### config.mk
export PLATFORM = sky130hd
export DESIGN_NAME = fifo_rst_seq_tmr_flat
export DESIGN_NICKNAME = d
export VERILOG_FILES = /design/src/rtl/fifo_rst_seq_tmr_if.sv /design/src/rtl/fifo_rst_seq_tmr.sv /design/src/flat_wrapper.sv
export SDC_FILE = /design/constraint.sdc
export NUM_CORES = 1
export LEC_CHECK = 0
export BUFFER_PORTS_ARGS = -buffer_cell sky130_fd_sc_hd__buf_2
export CORE_UTILIZATION = 41
export CTS_CLUSTER_SIZE = 28
export DETAILED_ROUTE_END_ITERATION = 8
export PLACE_DENSITY = 0.69
export SYNTH_ARGS = -nofsm -noshare
export SYNTH_HDL_FRONTEND = slang
export SYNTH_SLANG_ARGS = --single-unit
### constraint.sdc
create_clock -name CLK -period 3.59 [get_ports CLK]
set_clock_uncertainty 0.1 [all_clocks]
set_input_delay 0.5385 -clock CLK [delete_from_list [all_inputs] [get_ports CLK]]
set_output_delay 0.5385 -clock CLK [all_outputs]
set_load 0.05 [all_outputs]
### src/rtl/fifo_rst_seq_tmr_if.sv
// Control/status bundle between DAQ config logic and the FIFO reset sequencer.
// master = config side, slave = sequencer.
interface fifo_rst_seq_tmr_if #(
    parameter int NCH = 7
);
    logic           START;
    logic [NCH-1:0] CH_MASK;
    logic [NCH-1:0] WR_IDLE;
    logic           HALT;
    logic [NCH-1:0] FIFO_RST;
    logic           DONE;
    logic           BUSY;
    logic           TMO_ERR;
    logic           SEU_ERR;
    logic [2:0]     STATE;

    modport master (
        output START, CH_MASK, WR_IDLE,
        input  HALT, FIFO_RST, DONE, BUSY, TMO_ERR, SEU_ERR, STATE
    );

    modport slave (
        input  START, CH_MASK, WR_IDLE,
        output HALT, FIFO_RST, DONE, BUSY, TMO_ERR, SEU_ERR, STATE
    );
endinterface

### src/rtl/fifo_rst_seq_tmr.sv
// TMR FIFO reset sequencer: halt writers, wait idle, pulse per-channel resets,
// pause, then report DONE. All state is triplicated and majority-voted.
module fifo_rst_seq_tmr #(
    parameter int NCH       = 7,
    parameter int CLR_CYC   = 6,
    parameter int RST_CYC   = 11,
    parameter int PAUSE_CYC = 16,
    parameter int QTO_CYC   = 64,
    parameter int CW        = 8
) (
    input logic               CLK,
    input logic               RST,
    fifo_rst_seq_tmr_if.slave bus
);
    typedef enum logic [2:0] {
        S_IDLE  = 3'd0,
        S_CLEAR = 3'd1,
        S_PAUSE = 3'd2,
        S_RSTF  = 3'd3,
        S_RUN   = 3'd4
    } state_e;

    logic [2:0]     state_0, state_1, state_2, st_v, st_nx;
    logic [CW-1:0]  cnt_0, cnt_1, cnt_2, cnt_v, cnt_nx;
    logic [NCH-1:0] mask_q [3];
    logic [NCH-1:0] frst_q [3];
    logic           halt_q [3];
    logic           done_q [3];
    logic           busy_q [3];
    logic           tmo_q  [3];
    logic           seu_q  [3];
    logic [NCH-1:0] mask_v, mask_nx, frst_v, frst_nx;
    logic           halt_v, done_v, busy_v, tmo_v, seu_v;
    logic           halt_nx, done_nx, busy_nx, tmo_nx, seu_nx;
    logic           quiet, diff;

    assign st_v   = (state_0 & state_1) | (state_0 & state_2) | (state_1 & state_2);
    assign cnt_v  = (cnt_0 & cnt_1) | (cnt_0 & cnt_2) | (cnt_1 & cnt_2);
    assign mask_v = (mask_q[0] & mask_q[1]) | (mask_q[0] & mask_q[2])
                  | (mask_q[1] & mask_q[2]);
    assign frst_v = (frst_q[0] & frst_q[1]) | (frst_q[0] & frst_q[2])
                  | (frst_q[1] & frst_q[2]);
    assign halt_v = (halt_q[0] & halt_q[1]) | (halt_q[0] & halt_q[2])
                  | (halt_q[1] & halt_q[2]);
    assign done_v = (done_q[0] & done_q[1]) | (done_q[0] & done_q[2])
                  | (done_q[1] & done_q[2]);
    assign busy_v = (busy_q[0] & busy_q[1]) | (busy_q[0] & busy_q[2])
                  | (busy_q[1] & busy_q[2]);
    assign tmo_v  = (tmo_q[0] & tmo_q[1]) | (tmo_q[0] & tmo_q[2])
                  | (tmo_q[1] & tmo_q[2]);
    assign seu_v  = (seu_q[0] & seu_q[1]) | (seu_q[0] & seu_q[2])
                  | (seu_q[1] & seu_q[2]);

    // Only state and counter copies feed the upset detector.
    assign diff = (state_0 != st_v) | (state_1 != st_v) | (state_2 != st_v)
                | (cnt_0 != cnt_v) | (cnt_1 != cnt_v) | (cnt_2 != cnt_v);

    assign quiet = &(bus.WR_IDLE | ~mask_v);

    always_comb begin
        st_nx   = st_v;
        cnt_nx  = cnt_v + CW'(1);
        mask_nx = mask_v;
        tmo_nx  = tmo_v;
        seu_nx  = seu_v | diff;
        unique case (1'b1)
            st_v == S_IDLE: st_nx = S_CLEAR;
            st_v == S_CLEAR: begin
                if (cnt_v >= CW'(CLR_CYC - 1) && quiet) begin
                    st_nx  = S_RSTF;
                    tmo_nx = 1'b0;
                end else if (cnt_v == CW'(QTO_CYC - 1)) begin
                    st_nx  = S_RSTF;
                    tmo_nx = 1'b1;
                end
            end
            st_v == S_RSTF: begin
                if (cnt_v == CW'(RST_CYC - 1)) st_nx = S_PAUSE;
            end
            st_v == S_PAUSE: begin
                if (cnt_v == CW'(PAUSE_CYC - 1)) st_nx = S_RUN;
            end
            st_v == S_RUN: begin
                if (bus.START) st_nx = S_CLEAR;
            end
            default: st_nx = S_IDLE;
        endcase
        if (st_nx != st_v) cnt_nx = '0;
        if (st_nx == S_CLEAR && st_v != S_CLEAR) mask_nx = bus.CH_MASK;
        frst_nx = '0;
        if (st_nx == S_IDLE) frst_nx = '1;
        if (st_nx == S_RSTF) frst_nx = mask_nx;
        done_nx = (st_nx == S_RUN);
        halt_nx = !done_nx;
        busy_nx = !done_nx;
    end

    always_ff @(posedge CLK) begin
        if (!RST) begin
            state_0 <= S_IDLE;
            state_1 <= S_IDLE;
            state_2 <= S_IDLE;
            cnt_0   <= '0;
            cnt_1   <= '0;
            cnt_2   <= '0;
            for (int i = 0; i < 3; i++) begin
                mask_q[i] <= '1;
                frst_q[i] <= '1;
                halt_q[i] <= 1'b1;
                done_q[i] <= 1'b0;
                busy_q[i] <= 1'b1;
                tmo_q[i]  <= 1'b0;
                seu_q[i]  <= 1'b0;
            end
        end else begin
            state_0 <= st_nx;
            state_1 <= st_nx;
            state_2 <= st_nx;
            cnt_0   <= cnt_nx;
            cnt_1   <= cnt_nx;
            cnt_2   <= cnt_nx;
            for (int i = 0; i < 3; i++) begin
                mask_q[i] <= mask_nx;
                frst_q[i] <= frst_nx;
                halt_q[i] <= halt_nx;
                done_q[i] <= done_nx;
                busy_q[i] <= busy_nx;
                tmo_q[i]  <= tmo_nx;
                seu_q[i]  <= seu_nx;
            end
        end
    end

    assign bus.STATE    = st_v;
    assign bus.FIFO_RST = frst_v;
    assign bus.HALT     = halt_v;
    assign bus.DONE     = done_v;
    assign bus.BUSY     = busy_v;
    assign bus.TMO_ERR  = tmo_v;
    assign bus.SEU_ERR  = seu_v;
endmodule

### src/flat_wrapper.sv
// flat-port wrapper written by rule: the top's interface ports become plain ports
module fifo_rst_seq_tmr_flat 
#(
    parameter int NCH       = 7,
    parameter int CLR_CYC   = 6,
    parameter int RST_CYC   = 11,
    parameter int PAUSE_CYC = 16,
    parameter int QTO_CYC   = 64,
    parameter int CW        = 8
)
  (CLK, RST, bus_START, bus_CH_MASK, bus_WR_IDLE, bus_HALT, bus_FIFO_RST, bus_DONE, bus_BUSY, bus_TMO_ERR, bus_SEU_ERR, bus_STATE);
  fifo_rst_seq_tmr_if #(.NCH(NCH)) bus_i ();
  input logic CLK;
  input logic RST;
  input wire logic [$bits(bus_i.START)-1:0] bus_START;
  input wire logic [$bits(bus_i.CH_MASK)-1:0] bus_CH_MASK;
  input wire logic [$bits(bus_i.WR_IDLE)-1:0] bus_WR_IDLE;
  output wire logic [$bits(bus_i.HALT)-1:0] bus_HALT;
  output wire logic [$bits(bus_i.FIFO_RST)-1:0] bus_FIFO_RST;
  output wire logic [$bits(bus_i.DONE)-1:0] bus_DONE;
  output wire logic [$bits(bus_i.BUSY)-1:0] bus_BUSY;
  output wire logic [$bits(bus_i.TMO_ERR)-1:0] bus_TMO_ERR;
  output wire logic [$bits(bus_i.SEU_ERR)-1:0] bus_SEU_ERR;
  output wire logic [$bits(bus_i.STATE)-1:0] bus_STATE;
  assign bus_i.START = bus_START;
  assign bus_i.CH_MASK = bus_CH_MASK;
  assign bus_i.WR_IDLE = bus_WR_IDLE;
  assign bus_HALT = bus_i.HALT;
  assign bus_FIFO_RST = bus_i.FIFO_RST;
  assign bus_DONE = bus_i.DONE;
  assign bus_BUSY = bus_i.BUSY;
  assign bus_TMO_ERR = bus_i.TMO_ERR;
  assign bus_SEU_ERR = bus_i.SEU_ERR;
  assign bus_STATE = bus_i.STATE;
  fifo_rst_seq_tmr #(.NCH(NCH), .CLR_CYC(CLR_CYC), .RST_CYC(RST_CYC), .PAUSE_CYC(PAUSE_CYC), .QTO_CYC(QTO_CYC), .CW(CW)) u_core (.CLK(CLK), .RST(RST), .bus(bus_i));
endmodule
==> flow_summary.toml <==
[floorplan]
die_x_um = 58.9
die_h_um = 58.9
dieArea_mm2 = 0.00346
rows = 20
design.core.area_mm2 = 0.00305
start_util_pct = 43.4
ioPinCount = 32

[power]
leakage_nw = 0.699
ir_worst_vdd_uv = 206
p_per_area_mw_per_mm2 = 454

[job]
cap_violations = 0

[logic_synthesis]
synth.area.top_cells = "dfxtp_1, a211oi_2, mux2i_1"
synth_top_cell_area_share_pct = 43.8
synth-edff-count = 0
yosysSeqAreaShare_pct = 43.8
synth_top_area_cell = "dfxtp_1"
synth_cell_types = 42
yosys.cell_count.top_type = "dfxtp_1"
ys.flop_type = "dfxtp_1"
netlist_area_mm2 = 0.00133
syn_nets = 158
synth.avg_cell_area_um2 = 9.67
ys_warn_count = 0
synth-async-reset-ratio_pct = 0
ys_seq_elements = 29
synthTopCellsByCount = "dfxtp_1, inv_1, nand2_1, a211oi_2"
syn_inst = 137

[timing]
tightest_slew_ps = 868
post-route-period-util_pct = 57.3
whs_ps = 370
finalHoldViolations = 0
final_max_slew_viol_count = 0
period_minus_slack_ps = 2060
rsz0062_at_grt = "false"
fin_setup_tns_ps = 0
setup_viol = 0
slew_headroom_pct = 41.4
max_clock_freq_ghz = 0.486
fin_ws_ps = 1530

[final_layout]
area_growth_pct = 19.1
n_antenna_cell = 0
drive_gt1_share_pct = 31.4
fill_cells = 302
nets = 189

[cts]
clockBufferDepth = 2
cts_resized = 0
cts_root_buf = "clkbuf_4"
cts_setup_buffers = 0
h-tree-depth = 2
holdBufCountCts = 0
clock-sinks = 29
clkLatencyLatePin_ps = 320
cts_buffers = 5
cts_tree = "done"
cts.clk_slew.worst_paths_ps = 90

[global_route]
grtUsageTotal_pct = 17.0
grt_max_degree = 13
antenna_found_initial = 0
grt_overflow = 0
grt_pass1_vias = 1052
grt_pass1_wl_um = 4330

[routing]
via_per_inst = 4.85
wire_per_inst_um = 12.5
routed_wl_um = 2650
dr.first_iter.drc_count = 14
ant_nets = 0
drc_errors = 0
route.vias.total = 1034
first_pass_iters = 4

[critical_path]
endpoint_kind = "flip-flop"
cp_max_fo = 10
slowest_delay_ps = 480
worstPathArrival_ps = 2210
required_ps = 3740
startpoint_type = "flip-flop"
slowest_stage = "dfxtp_1"
worstSetupPathType = "reg -> reg"
cp_cell_sequence = "or3b_1 > a221oi_2 > nand3_2 > o2111a_2 > a211oi_2"

[placed_design]
port_buffers = 31
preCtsSetupSlack_ps = 1550
dpl.hpwl_um = 2010
place.gp.congestion = 0.756

[status]
status = "finished, final reports clean"

[min_path]
hold_class = "reg -> reg"
## per-layer routing
layer  part of all wire [%]  track usage (%)  wire [µm]
met1                     43             18.3       1150
met2                     50             28.7       1340
met3                    4.4             5.27        118
met4                    1.7             10.9         46
met5                      0                0          0
## kinds of logic (layout without fill, tap and decap cells)
| family | count (synthesis) | in the layout | synth area share, % |
|---|---|---|---|
| multiplexers | 7 | 7 | 5.29 |
| flip-flops | 29 | 29 | 43.8 |
| AO/OA/AOI/OAI | 24 | 24 | 17.1 |
| XOR/XNOR | 6 | 6 | 3.97 |
| adder cells (fa/ha/maj) | 4 | 4 | 3.78 |
| AND/OR/NAND/NOR | 46 | 46 | 18.9 |
| buffers and inverters | 21 | 53 | 7.18 |
## cells in the final DEF (no fill, tap or decap), drive strengths merged, types with 2 or more instances in the layout
cell and instances:
xor2 3, buf 31, xnor2 3, or2 2, nor3 5, clkbuf 7, and3 2, a21oi 4
mux2i 7, a211oi 8, nand2 13, nor2 7, dfxtp 29, nor2b 3, o21ai 2, nand3 3
ha 4, inv 14, o31ai 2, and2 3
## worst max-delay path, delay by kind of cell, from the launching register on
family,cells,cell delay (ps)
and+or+nand+nor,2,580
DFF,1,480
AOI/OAI and AO/OA,3,820
## cell type report
cell class,instances,area (µm²),share of cell area [%]
clock buffers,7,55.1,3.49
repair buffers,31,155,9.83
inverters,14,52.6,3.33
clock inverters,1,30.0,1.90
multi-input cells,87,649,41.2
flip-flops and latches,29,581,36.8
well taps,44,55.1,3.49
## metrics by stage
step | total power [mW] | utilization [%] | instances | instance area (µm²)
floorplan | 0.424 | - | 137 | 1330
global placement | 0.445 | 48.9 | 205 | 1490
detailed placement | 0.448 | 48.9 | 205 | 1490
CTS | 0.725 | 51.7 | 213 | 1580
global route | 0.749 | 51.7 | 213 | 1580
finish | 0.717 | 51.7 | 213 | 1580
## power by group
part / leakage, nW / internal (mW) / switching (mW) / total, mW
Sequential: 0.238 / 0.336 / 0.00859 / 0.345
Combinational: 0.415 / 0.0316 / 0.0634 / 0.0950
Clock: 0.0455 / 0.166 / 0.110 / 0.277
## state kept, by name, summed over array words and instances (netlist names)
signal	count
u_core.halt_q	1
u_core.state_0	3
u_core.mask_q	7
u_core.frst_q	7
u_core.cnt_0	8
u_core.seu_q	1
u_core.done_q	1
u_core.tmo_q	1
## worst paths after layout
kind / startpoint / endpoint / slack, ps / cells after the start
max: u_core.state_0[0]$_SDFF_PN0_ / u_core.frst_q[0][19]$_SDFF_PN1_ / 1530 / 5
min reg2reg: u_core.seu_q[0][1]$_DFF_P_ / u_core.seu_q[0][1]$_DFF_P_ / 370 / 1
max reg2reg: u_core.state_0[0]$_SDFF_PN0_ / u_core.frst_q[0][19]$_SDFF_PN1_ / 1530 / 5
min: u_core.seu_q[0][1]$_DFF_P_ / u_core.seu_q[0][1]$_DFF_P_ / 370 / 1
(Power assumes the default switching activity.)
